--- config.mk ---
export PLATFORM = sky130hd
export DESIGN_NAME = lane_arbiter
export DESIGN_NICKNAME = d
export VERILOG_FILES = /design/src/rtl/lane_arbiter.sv
export SDC_FILE = /design/constraint.sdc
export NUM_CORES = 1
export LEC_CHECK = 0
export ABC_AREA = 1
export BUFFER_PORTS_ARGS = -buffer_cell sky130_fd_sc_hd__buf_2
export CAP_MARGIN = 15
export CORE_AREA = 5 5 127 129
export CTS_BUF_LIST = sky130_fd_sc_hd__clkbuf_4
export DETAILED_ROUTE_END_ITERATION = 8
export DIE_AREA = 0 0 132 134
export GPL_TIMING_DRIVEN = 1
export PLACE_DENSITY = 0.68
export SLEW_MARGIN = 10
export SYNTH_ARGS = -nofsm -noshare
export SYNTH_HDL_FRONTEND = slang
export SYNTH_SLANG_ARGS = --single-unit
--- constraint.sdc ---
create_clock -name clK -period 6.39 [get_ports clK]
set_clock_uncertainty 0.15 [all_clocks]
set_input_delay 1.278 -clock clK [delete_from_list [all_inputs] [get_ports clK]]
set_output_delay 1.278 -clock clK [all_outputs]
set_load 0.05 [all_outputs]
--- src/rtl/lane_arbiter.sv ---
// Round-robin merge of LANES router read ports onto one registered valid/ready output.
// One lane read is in flight at a time; each word is tagged with its source lane.
module lane_arbiter #(
    parameter int DATA  = 64,
    parameter int LANES = 4,
    parameter int SEL   = 2
) (
    input  logic                        clK,
    input  logic                        rsT,
    input  logic [LANES-1:0]            REQ,
    input  logic [LANES-1:0][DATA-1:0]  IN,
    output logic [LANES-1:0]            RD,
    output logic [DATA-1:0]             o_DATA,
    output logic [SEL-1:0]              o_LANE,
    output logic                        o_VALID,
    input  logic                        o_READY,
    output logic                        BUSY
);

    typedef enum logic [1:0] {IDLE, ISSUE, WAIT, HOLD} state_t;

    state_t            state_q, state_d;
    logic [SEL-1:0]    ptr_q, ptr_d;
    logic [SEL-1:0]    grant_q, grant_d;
    logic [LANES-1:0]  rd_q, rd_d;
    logic [DATA-1:0]   data_q, data_d;
    logic [SEL-1:0]    lane_q, lane_d;
    logic              valid_q, valid_d;

    logic [SEL-1:0]    g;
    logic [SEL-1:0]    g_ptr;

    // Scan from the highest rotation offset down so the lane nearest ptr wins.
    always_comb begin
        logic [SEL:0]   sum;
        logic [SEL-1:0] idx;
        g   = '0;
        sum = '0;
        idx = '0;
        for (int k = LANES - 1; k >= 0; k--) begin
            sum = {1'b0, ptr_q} + (SEL+1)'(k);
            if (sum >= (SEL+1)'(LANES)) begin
                sum = sum - (SEL+1)'(LANES);
            end
            idx = sum[SEL-1:0];
            if (REQ[idx]) begin
                g = idx;
            end
        end
        g_ptr = (g == SEL'(LANES - 1)) ? '0 : g + SEL'(1);
    end

    always_comb begin
        logic take;
        // NOTE: every signal gets its hold value first so no path through the case infers a latch.
        state_d = state_q;
        ptr_d   = ptr_q;
        grant_d = grant_q;
        rd_d    = '0;
        data_d  = data_q;
        lane_d  = lane_q;
        valid_d = valid_q;
        take    = 1'b0;

        unique case (state_q)
            IDLE: begin
                take = |REQ;
            end
            ISSUE: begin
                state_d = WAIT;
            end
            WAIT: begin
                data_d  = IN[grant_q];
                lane_d  = grant_q;
                valid_d = 1'b1;
                state_d = HOLD;
            end
            HOLD: begin
                if (o_READY) begin
                    valid_d = 1'b0;
                    take    = |REQ;
                    if (!(|REQ)) begin
                        state_d = IDLE;
                    end
                end
            end
            default: state_d = IDLE;
        endcase

        if (take) begin
            rd_d    = LANES'(1) << g;
            grant_d = g;
            ptr_d   = g_ptr;
            state_d = ISSUE;
        end
    end

    // NOTE: sequential state uses non-blocking assignments so every flop samples pre-edge values.
    always_ff @(posedge clK or posedge rsT) begin
        if (rsT) begin
            state_q <= IDLE;
            ptr_q   <= '0;
            grant_q <= '0;
            rd_q    <= '0;
            data_q  <= '0;
            lane_q  <= '0;
            valid_q <= 1'b0;
        end else begin
            state_q <= state_d;
            ptr_q   <= ptr_d;
            grant_q <= grant_d;
            rd_q    <= rd_d;
            data_q  <= data_d;
            lane_q  <= lane_d;
            valid_q <= valid_d;
        end
    end

    // A read strobed just before reset is dropped; the lane has already popped it.
    assign RD      = rd_q;
    assign o_DATA  = data_q;
    assign o_LANE  = lane_q;
    assign o_VALID = valid_q;
    assign BUSY    = (state_q != IDLE);

endmodule

* Word level (Yosys, flattened, before mapping)
Index checks and enable logic that the tools add are counted.
Word-level totals: logic and storage cells 67, output and inout bits 72, register bits after elaboration 77
Cells by class: order comparisons 9, reduce and logical (&&, ||, !) cells 7, equal/unequal tests 7, shift operators 1, muxes and demuxes 28, $add $sub $neg 8
Operator list (count):
- $bmux 64 s2 | 1
- $mux 64 | 1
- $mux 2 | 12
- $lt 2x3->1 const B | 5
- $ge 3x3->1 const B | 3
- $bmux 1 s2 | 4
- $sub 2x1->2 const B | 4
- $add 2x2->3 const B | 2
- $eq 2x2->1 const B | 3
- $mux 1 | 6
- $ne 3x3->1 const B | 2
- $pmux 2 s3 | 1
- $mux 4 | 1
- $pmux 1 s2 | 2
- $reduce_bool 2->1 | 2
- $reduce_bool 4->1 | 1
- $reduce_or 4->1 | 1
- $shl 1x2->4 const A | 1
- $add 2x1->3 const B | 1
- $ge 2x3->1 const B | 1
- $reduce_and 3->1 | 1
- $add 2x1->2 const B | 1
- $eq 2x1->1 const B | 1
- $logic_not 2->1 | 1
- other kinds (2) | 2

* Depth between registers and ports, before layout
Gate-level depths: netlist of run 1.
depth in word-level cells 11, depth in mapped cells 14

* Worst setup path before layout of run 1
Ideal clock, no wire load.
path kind input port to flip-flop, start input port REQ[2], end register ptr_q[1], path slack 3.856 ns, stages on the path 12, setup time 0.126 ns, arrival time 2.258 ns, path through inv_1 > nand2_2 > and2_4 > nand2_2 > nand2_2 > inv_2 > nand2_1 > nand2_2 > nand2_2 > ha_1 > nand2_1 > o21ai_0
Between the ends: longest elaborated chain between the ends 8
RTL lines:
- start: declaration | line 10 | input logic [LANES-1:0] REQ,
- $bmux 1 s2 | line 46 | if (REQ[idx]) begin
- $mux 1 (implied by the code) | line 46
- $mux 2 (3 in a row) | line 46
- $mux 2 * | line 46
- net g[0] | line 30 | logic [SEL-1:0] g;
- $add 2x1->2 / $eq 2x2->1 (equally long branches) | line 50 | g_ptr = (g == SEL'(LANES - 1)) ? '0 : g + SEL'(1);
- $mux 2 * | line 50
- net g_ptr[1] | line 31 | logic [SEL-1:0] g_ptr;
- end signal: assignment | line 110 | ptr_q <= ptr_d;
- end: declaration | line 23 | logic [SEL-1:0] ptr_q, ptr_d;
The timed path passes the listed nets; every way through them passes the cells marked *. The select of a mux whose other input is x is not followed. A chain may end at the register's enable or synchronous reset.

* Final worst setup path of run 1
start register grant_q[0], end register data_q[34], in the netlist o_DATA[34]
Between the ends: longest elaborated chain between the ends 2
RTL lines:
- start: declaration | line 24 | logic [SEL-1:0] grant_q, grant_d;
- start signal: assignment | line 111 | grant_q <= grant_d;
- $bmux 64 s2 | line 73 | data_d = IN[grant_q];
- $mux 64 (implied by the code) | line 73
- end signal: assignment | line 113 | data_q <= data_d;
- end: declaration | line 26 | logic [DATA-1:0] data_q, data_d;
Every way passes these cells. The select of a mux whose other input is x is not followed.

==> results of run 1 <==
## cell families after synthesis
family / Yosys count
compound gates: 201
buf+inv: 81
flops: 77
fa+ha+maj: 9
simple gates: 381
## sequential cells by signal, summed over array words and instances, names as in the netlist
signal,cells
state_q,2
ptr_q,2
RD,4
o_VALID,1
o_LANE,2
grant_q,2
o_DATA,64
## how the worst max path moves through the flow
stage	start	to	slack, ns	cells after the start
floorplan	rsT	RD[0]	3.00	1
global placement	grant_q[0]	o_DATA[38]	3.46	4
detailed placement	grant_q[0]	o_DATA[38]	3.42	4
CTS	state_q[0]	BUSY	3.36	4
global route	grant_q[0]	o_DATA[14]	3.18	6
finish	grant_q[0]	o_DATA[34]	3.39	4
## power by group through the flow
stage | Combinational (uW) | Clock, uW | Sequential, uW
floorplan | 1290 | 0 | 1620
global placement | 2510 | 0 | 920
detailed placement | 2540 | 0 | 925
CTS | 2540 | 344 | 918
global route | 2750 | 361 | 951
finish | 2510 | 326 | 919
## layout by cell type, fill, tap and decap left out, types with 2 or more instances in the layout
cell	n
ha_1	8
clkinv_2	3
o21ai_0	117
nand2_2	5
clkinv_1	4
a31oi_1	64
clkbuf_4	9
nand2_1	30
buf_4	6
buf_2	334
nand3_1	10
inv_2	3
nor2_1	329
o21ai_1	18
nor2_2	2
inv_1	17
bufinv_16	2
dfrtp_1	75
nand4_1	2
## stage by stage
step	utilization	hold slack [ns]	cells	instance area (um2)
3_3_place_gp	0.447	0.315	1219	6670
4_1_cts	0.457	0.363	1235	6820
5_1_grt	0.457	0.388	1236	6820
6_report	0.457	0.358	1236	6820
3_5_place_dp	0.447	0.332	1219	6670
2_1_floorplan	-	0.369	749	5050
## routing by layer
metal  part of all wire  up-vias  global-route usage
met1               0.39     2731               0.230
li1                   -     3049                   -
met5             0.0013        -                   0
met2               0.50      241               0.342
met4              0.018        4              0.0646
met3              0.092       27              0.0626
## layout make-up
type / instances / share of cell area
well taps: 188 / 0.0345
clock buffers: 9 / 0.00990
flip-flops and latches: 77 / 0.283
repair buffers: 340 / 0.252
clock inverters: 7 / 0.0117
multi-input cells: 591 / 0.395
diodes: 1 / 0.000367
inverters: 23 / 0.0134
==> results.ini, run 1 <==
[global_routing]
grt_max_degree=80
grt_pass1_vias=5589
grt_usage=0.197
gr-total-overflow=0
grt_pass1_wl_um=28600
antenna_found_initial=3

[sta]
finalHoldViolations=0
fin_tns_setup_ns=0
worst_slack_ns=3.39
setup_viol=0
drv_slew=0
layout_min_cycle_time_ns=3.00
rsz0062_at_grt=no
worst_slew_pin_slew_ns=1.03
max_freq_mhz=334
period_share=0.469
max-slew-margin-rel=0.314

[pwr]
ir_worst_vdd_v=0.000260
p_seq_frac=0.245
pwr-share-clk=0.087
p_sw_uw=2180
combPwrFrac=0.668
p_sw_frac=0.581
power.density_nw_per_um2=551
report.power.total_uw=3760
intPower_uw=1580
p_leak_uw=0.00346

[clock_tree]
clockBufferDepth=2
clock-sinks=77
cts_tree=done
clockRootBuffer=clkbuf_4
numCtsBuffers=9
path_clk_slew_ns=0.12
cts_setup_buffers=0
ctsResizeCount=0
ctsHoldBuffers=0
htreeDepth=3
clock_latency_ns=0.42

[die]
io_pins=335
dieHeight_um=134
dieArea_um2=17700
start_util=0.339
placementRows=45
die_w_um=132
core-area_um2=14900

[layout]
synthToLayoutAreaGrowth_pct=35.0
drive_gt1_frac=0.354
nets=1314
n_fill_cell=1616
multi_input_area_um2=2700
seq_area_um2=1930

[synth]
avgSynthCellArea_um2=6.75
async_flop_share=1.00
synth.most_common_cell=nor2_1
syn_inst=749
synthesis.area_um2=5050
synthSimpleGateAreaFrac=0.293
synth_commonest_cells=nor2_1, o21ai_0, dfrtp_1
yosys.cell_types.count=25
yosys-top-cells-area=dfrtp_1, nor2_1, o21ai_0, a31oi_1, buf_6
synth_largest_area_cell=dfrtp_1
synth_adder_area_share=0.0223
synth_ff_type=dfrtp_1
syn-num-nets=1021
synth_top_family_by_area=simple AND/OR/NAND/NOR gates
yosys_warnings=0
synth_xor_xnor_area_share=0
synth-seq-cells=77
seq_area_frac_synth=0.381
synth_edf_count=0
synth_compound_area_frac=0.216
synth.top_cell.area_share=0.381
synth_mux_area_frac=0

[critical_path]
r2r_setup_slack_ns=3.39
max_stage_delay_ns=0.87
cp_max_fo=79
slowest_stage=dfrtp_4
r2r_start=grant_q[0]
cp_num_buf_inv=2
r2r-end=o_DATA[34]
cp-end-kind=flop
critPathTopFamily=buffers and inverters
crit_required_ns=6.53
r2r_cells=4
arrival_ns=3.14
crit_type=flop to flop
worstPathCellList=clkinv_2 > buf_4 > o21ai_0 > a31oi_1
critPathLaunchType=flop

[route]
drt_wl_total_um=18700
drc=0
postRouteAntennaNets=0
vias=6052
drt_iter0_markers=416
wl_per_cell_um=15.2
dr.pass1.iters=4
via_per_inst=4.90

[placement]
portBuffers=334
post-dp-hpwl_um=13800
routabilityCongestion=0.871
place_ws_ns=3.42

[min_path]
hp-class=flop to flop
worstHoldPathCells=1
min-delay-start=o_VALID
holdPathEnd=o_VALID

[flow_run]
maxCapViolCount=0

[run_status]
outcome=complete, no violations

(Power assumes the default switching activity.)
==> run 2, diff against run 1 <==
--- a/config.mk
+++ b/config.mk
@@ -5,15 +5,15 @@
 export SDC_FILE = /design/constraint.sdc
 export NUM_CORES = 1
 export LEC_CHECK = 0
-export ABC_AREA = 1
+export ABC_AREA = 0
 export BUFFER_PORTS_ARGS = -buffer_cell sky130_fd_sc_hd__buf_2
 export CAP_MARGIN = 15
-export CORE_AREA = 5 5 127 129
+export CORE_AREA = 5 5 128 130
 export CTS_BUF_LIST = sky130_fd_sc_hd__clkbuf_4
 export DETAILED_ROUTE_END_ITERATION = 8
-export DIE_AREA = 0 0 132 134
+export DIE_AREA = 0 0 133 135
 export GPL_TIMING_DRIVEN = 1
-export PLACE_DENSITY = 0.68
+export PLACE_DENSITY = 0.66
 export SLEW_MARGIN = 10
 export SYNTH_ARGS = -nofsm -noshare
 export SYNTH_HDL_FRONTEND = slang
==> constraint.sdc (replaced) <==
create_clock -name clK -period 2.63 [get_ports clK]
set_clock_uncertainty 0.15 [all_clocks]
set_input_delay 0.526 -clock clK [delete_from_list [all_inputs] [get_ports clK]]
set_output_delay 0.526 -clock clK [all_outputs]
set_load 0.05 [all_outputs]
==> results.ini, run 2 <==
[run_status]
outcome=complete, no violations

[synth]
avgSynthCellArea_um2=16.1
synth_commonest_cells=dfrtp_1, mux2_2, mux4_2
synthesis.area_um2=4680
synth_largest_area_cell=dfrtp_1
yosys_warnings=0
yosys-top-cells-area=dfrtp_1, mux4_2, mux2_2, ha_1, buf_6
synth_ff_type=dfrtp_1
async_flop_share=1.00
synth_edf_count=0
syn-num-nets=562
synth.most_common_cell=dfrtp_1
synth.top_cell.area_share=0.412
yosys.cell_types.count=30
seq_area_frac_synth=0.412
synth-seq-cells=77
syn_inst=290

[sta]
drv_slew=0
fin_tns_setup_ns=0
layout_min_cycle_time_ns=2.26
setup_viol=0
rsz0062_at_grt=no
max-slew-margin-rel=0.370
max_freq_mhz=443
finalHoldViolations=0
period_share=0.858
worst_slew_pin_slew_ns=0.944

[placement]
portBuffers=334
post-dp-hpwl_um=11700
routabilityCongestion=0.860

[global_routing]
grt_max_degree=78
antenna_found_initial=0
gr-total-overflow=0
grt_pass1_vias=4443
grt_usage=0.159
grt_pass1_wl_um=22400

[layout]
mostFrequentLayoutCell=buf_2
nets=889
drive_gt1_frac=0.785
layout_common_cells=buf_2, dfrtp_1, mux2_2
final_core_util=0.443
synthToLayoutAreaGrowth_pct=42.5
largest_register_ffs=64
antenna_cells=0

[clock_tree]
htreeDepth=3
clock-sinks=77
cts_tree=done
cts_setup_buffers=0
numCtsBuffers=9
ctsResizeCount=0
ctsHoldBuffers=0
clock_latency_ns=0.44
clockBufferDepth=2
clockRootBuffer=clkbuf_4
path_clk_slew_ns=0.13

[die]
placementRows=45
dieArea_um2=18000
core-area_um2=15000
dieHeight_um=135
die_w_um=133
start_util=0.311
io_pins=335

[route]
wl_per_cell_um=18.0
drt_iter0_markers=135
drc=0
dr.pass1.iters=4
postRouteAntennaNets=0
drt_wl_total_um=14600
vias=3983
via_per_inst=4.92

[critical_path]
r2r-end=state_q[1]
cp_max_fo=6
cp_common_cell=inv_1
critPathLaunchType=flop
r2r_cells=5
critPathTopFamily=flip-flops
arrival_ns=1.58
crit_type=flop to output port
slowest_stage=dfrtp_1
worstPathCellList=inv_1 > ha_1 > inv_1 > buf_2
path_depth=4
cp-end-kind=output port
cp_num_buf_inv=3
r2r_setup_slack_ns=0.39
crit_required_ns=1.95
r2r_start=state_q[0]
max_stage_delay_ns=0.49

[pwr]
power.density_nw_per_um2=1280
p_leak_uw=0.00317
ir_worst_vdd_v=0.000730

[min_path]
hp-class=input port to asynchronous set/reset pin

[flow_run]
maxCapViolCount=0

-- run 2: changes by cell type after synthesis, moves of 6 or more --
cell      change
nor2_1      -325
o21ai_0     -116
mux2_2       +67
a31oi_1      -64
mux4_2       +64
nand2_1      -29
clkbuf_1     -21
o21ai_1      -18
inv_1        -11
nand3_1      -10
and2_1        +6
-- run 2: worst register-to-register path: cells and delay by family (launching register included) --
kind	cells	cell delay [ns]
buf+inv	1	0.12
fa+ha+maj	1	0.44
flops	1	0.45
simple gates	2	0.67
compound gates	1	0.30
-- run 2: how the worst max path moves through the flow --
stage,slack (ns),startpoint,to
global route,0.24,state_q[1],BUSY
finish,0.37,state_q[1],BUSY
floorplan,0.75,REQ[2],ptr_q[1]
detailed placement,0.40,state_q[0],state_q[1]
global placement,0.55,REQ[2],ptr_q[1]
CTS,0.29,state_q[1],BUSY
-- run 2: final cells by class --
cell class | instances | area [um2]
fillers | 1391 | 8370
multi-input cells | 183 | 2600
flip-flops and latches | 77 | 1930
repair buffers | 338 | 1740
well taps | 188 | 235
clock buffers | 9 | 67.6
clock inverters | 7 | 56.3
inverters | 8 | 33.8
-- run 2: through the flow --
step	cells	total power, uW	hold WS (ns)	cell area (um2)	setup slack (ns)
4_1_cts	810	8670	0.00267	6670	0.290
6_report	810	8530	0.0419	6670	0.374
5_1_grt	810	9050	0.0335	6670	0.241
2_1_floorplan	290	6630	0.411	4680	0.755
3_3_place_gp	794	7800	0.334	6540	0.552
3_5_place_dp	794	7940	0.340	6540	0.405
-- run 2: cells by family after synthesis --
kind of cell / Yosys count / share of synthesized area
multiplexers: 132 / 0.471
flip-flops: 77 / 0.412
buffers and inverters: 30 / 0.0348
AND/OR/NAND/NOR: 25 / 0.0318
AO/OA/AOI/OAI: 17 / 0.0262
adder cells (fa/ha/maj): 9 / 0.0241
-- run 2: power by group --
group          leakage (uW)  internal [uW]  switching, uW
Clock             0.0000720            276            414
Sequential         0.000912           1790            377
Combinational       0.00218           2240           3440
Total               0.00317           4300           4230
-- run 2: layer usage --
layer  track usage  vias to the layer above  part of all wire
met2         0.286                      220              0.53
li1              -                     1817                 -
met4        0.0589                        0             0.017
met1         0.177                     1929              0.37
met3        0.0477                       17             0.089
met5             0                        -                 0
==> run 3, diff against run 2 <==
--- a/config.mk
+++ b/config.mk
@@ -9,7 +9,6 @@
 export BUFFER_PORTS_ARGS = -buffer_cell sky130_fd_sc_hd__buf_2
 export CAP_MARGIN = 15
 export CORE_AREA = 5 5 128 130
-export CTS_BUF_LIST = sky130_fd_sc_hd__clkbuf_4
 export DETAILED_ROUTE_END_ITERATION = 8
 export DIE_AREA = 0 0 133 135
 export GPL_TIMING_DRIVEN = 1
==> results.ini, run 3 (synthesis gave the netlist of run 2 again) <==
[run_status]
outcome=complete, no violations

[sta]
layout_min_cycle_time_ns=2.24
period_share=0.851
drv_slew=0
rsz0062_at_grt=no
finalHoldViolations=0
setup_viol=0
fin_tns_setup_ns=0
max-slew-margin-rel=0.371
worst_slew_pin_slew_ns=0.943
max_freq_mhz=447

[pwr]
p_seq_frac=0.239
pwr-share-clk=0.140
intPower_uw=4840
combPwrFrac=0.621
p_sw_uw=4290
ir_worst_vdd_v=0.000733
power.density_nw_per_um2=1330
p_sw_frac=0.469
p_leak_uw=0.00325

[placement]
portBuffers=334
post-dp-hpwl_um=11700
routabilityCongestion=0.860

[die]
die_w_um=133
core-area_um2=15000
placementRows=45
start_util=0.311
dieHeight_um=135
dieArea_um2=18000
io_pins=335

[global_routing]
antenna_found_initial=0
grt_use_met2=0.288
grt_pass1_vias=4459
grt_util_met3=0.0466
grt_usage=0.159
grt_pass1_wl_um=22400
grt_use_met1=0.176
gr-total-overflow=0
top_usage_layer=met2
grt_max_degree=78

[clock_tree]
cts_setup_buffers=0
clock_latency_ns=0.34
numCtsBuffers=9
clock-sinks=77
path_clk_slew_ns=0.06
cts_tree=done
clockRootBuffer=clkbuf_16
clockBufferDepth=2
ctsHoldBuffers=0
htreeDepth=3
ctsResizeCount=0

[layout]
nets=889
antenna_cells=0
final_core_util=0.456
mostFrequentLayoutCell=buf_2
drive_gt1_frac=0.789
n_fill_cell=1366
largest_register_ffs=64
seq_area_um2=1930
synthToLayoutAreaGrowth_pct=46.5
multi_input_area_um2=2600
layout_common_cells=buf_2, dfrtp_1, mux2_2

[route]
postRouteAntennaNets=0
dr.pass1.iters=4
wl_per_cell_um=18.0
via_per_inst=4.93
drt_wl_total_um=14600
drt_iter0_markers=149
vias=3990
drc=0

[critical_path]
r2r_setup_slack_ns=0.39
crit_type=flop to flop
cp_max_fo=71
r2r_cells=5
crit_required_ns=2.69
cp-end-kind=flop
arrival_ns=2.30
critPathLaunchType=flop

[flow_run]
maxCapViolCount=0

[min_path]
hp-class=input port to asynchronous set/reset pin

==> run 3: changes by cell type in the layout (fill, tap and decap cells not counted), sizes merged <==
cell,before,now
clkinv,6,3
clkbuf,9,12
==> run 3: layout make-up <==
cell class / instances / area share
Timing Repair Buffer: 338 / 0.254
Multi-Input combinational cell: 183 / 0.380
Clock inverter: 4 / 0.00657
Tap cell: 188 / 0.0343
Inverter: 8 / 0.00493
Sequential cell: 77 / 0.282
Clock buffer: 12 / 0.0389
==> run 3: power by group through the flow <==
stage | clock (uW) | sequential, uW | combinational, uW
floorplan | 0 | 4010 | 2610
global placement | 0 | 2180 | 5620
CTS | 1330 | 2190 | 5750
finish | 1280 | 2180 | 5670
global route | 1380 | 2260 | 6010
detailed placement | 0 | 2200 | 5740
==> run 3: routing by layer <==
layer / vias up / share of wire
met1: 1932 / 0.37
met3: 17 / 0.085
met2: 219 / 0.53
met4: 0 / 0.018
met5: - / 0
li1: 1822 / -
==> run 3: worst max-delay path, cell delays in order, from the launching register on <==
cell,delay (ns)
dfrtp_1,0.43
inv_1,0.12
ha_4,0.44
or3_1,0.49
and2_1,0.17
a221oi_1,0.30
==> run 3: final timing paths <==
path                            startpoint         end
worst min-delay path                   rsT  o_DATA[22]
max in group asynchronous              rsT  grant_q[0]
worst min register to register   o_DATA[1]   o_DATA[1]
min in group clK                 o_DATA[1]   o_DATA[1]
worst max-delay path            state_q[0]  state_q[1]
worst max register to register  state_q[0]  state_q[1]
==> run 3: metrics by stage <==
step | power, uW | hold WS [ns] | area (um2) | std cells | setup slack, ns
after floorplan | 6630 | 0.411 | 4680 | 290 | 0.755
final | 9130 | 0.156 | 6850 | 810 | 0.393
after detailed placement | 7940 | 0.340 | 6540 | 794 | 0.405
after global routing | 9660 | 0.196 | 6850 | 810 | 0.271
after CTS | 9280 | 0.169 | 6850 | 810 | 0.349
after global placement | 7800 | 0.334 | 6540 | 794 | 0.552
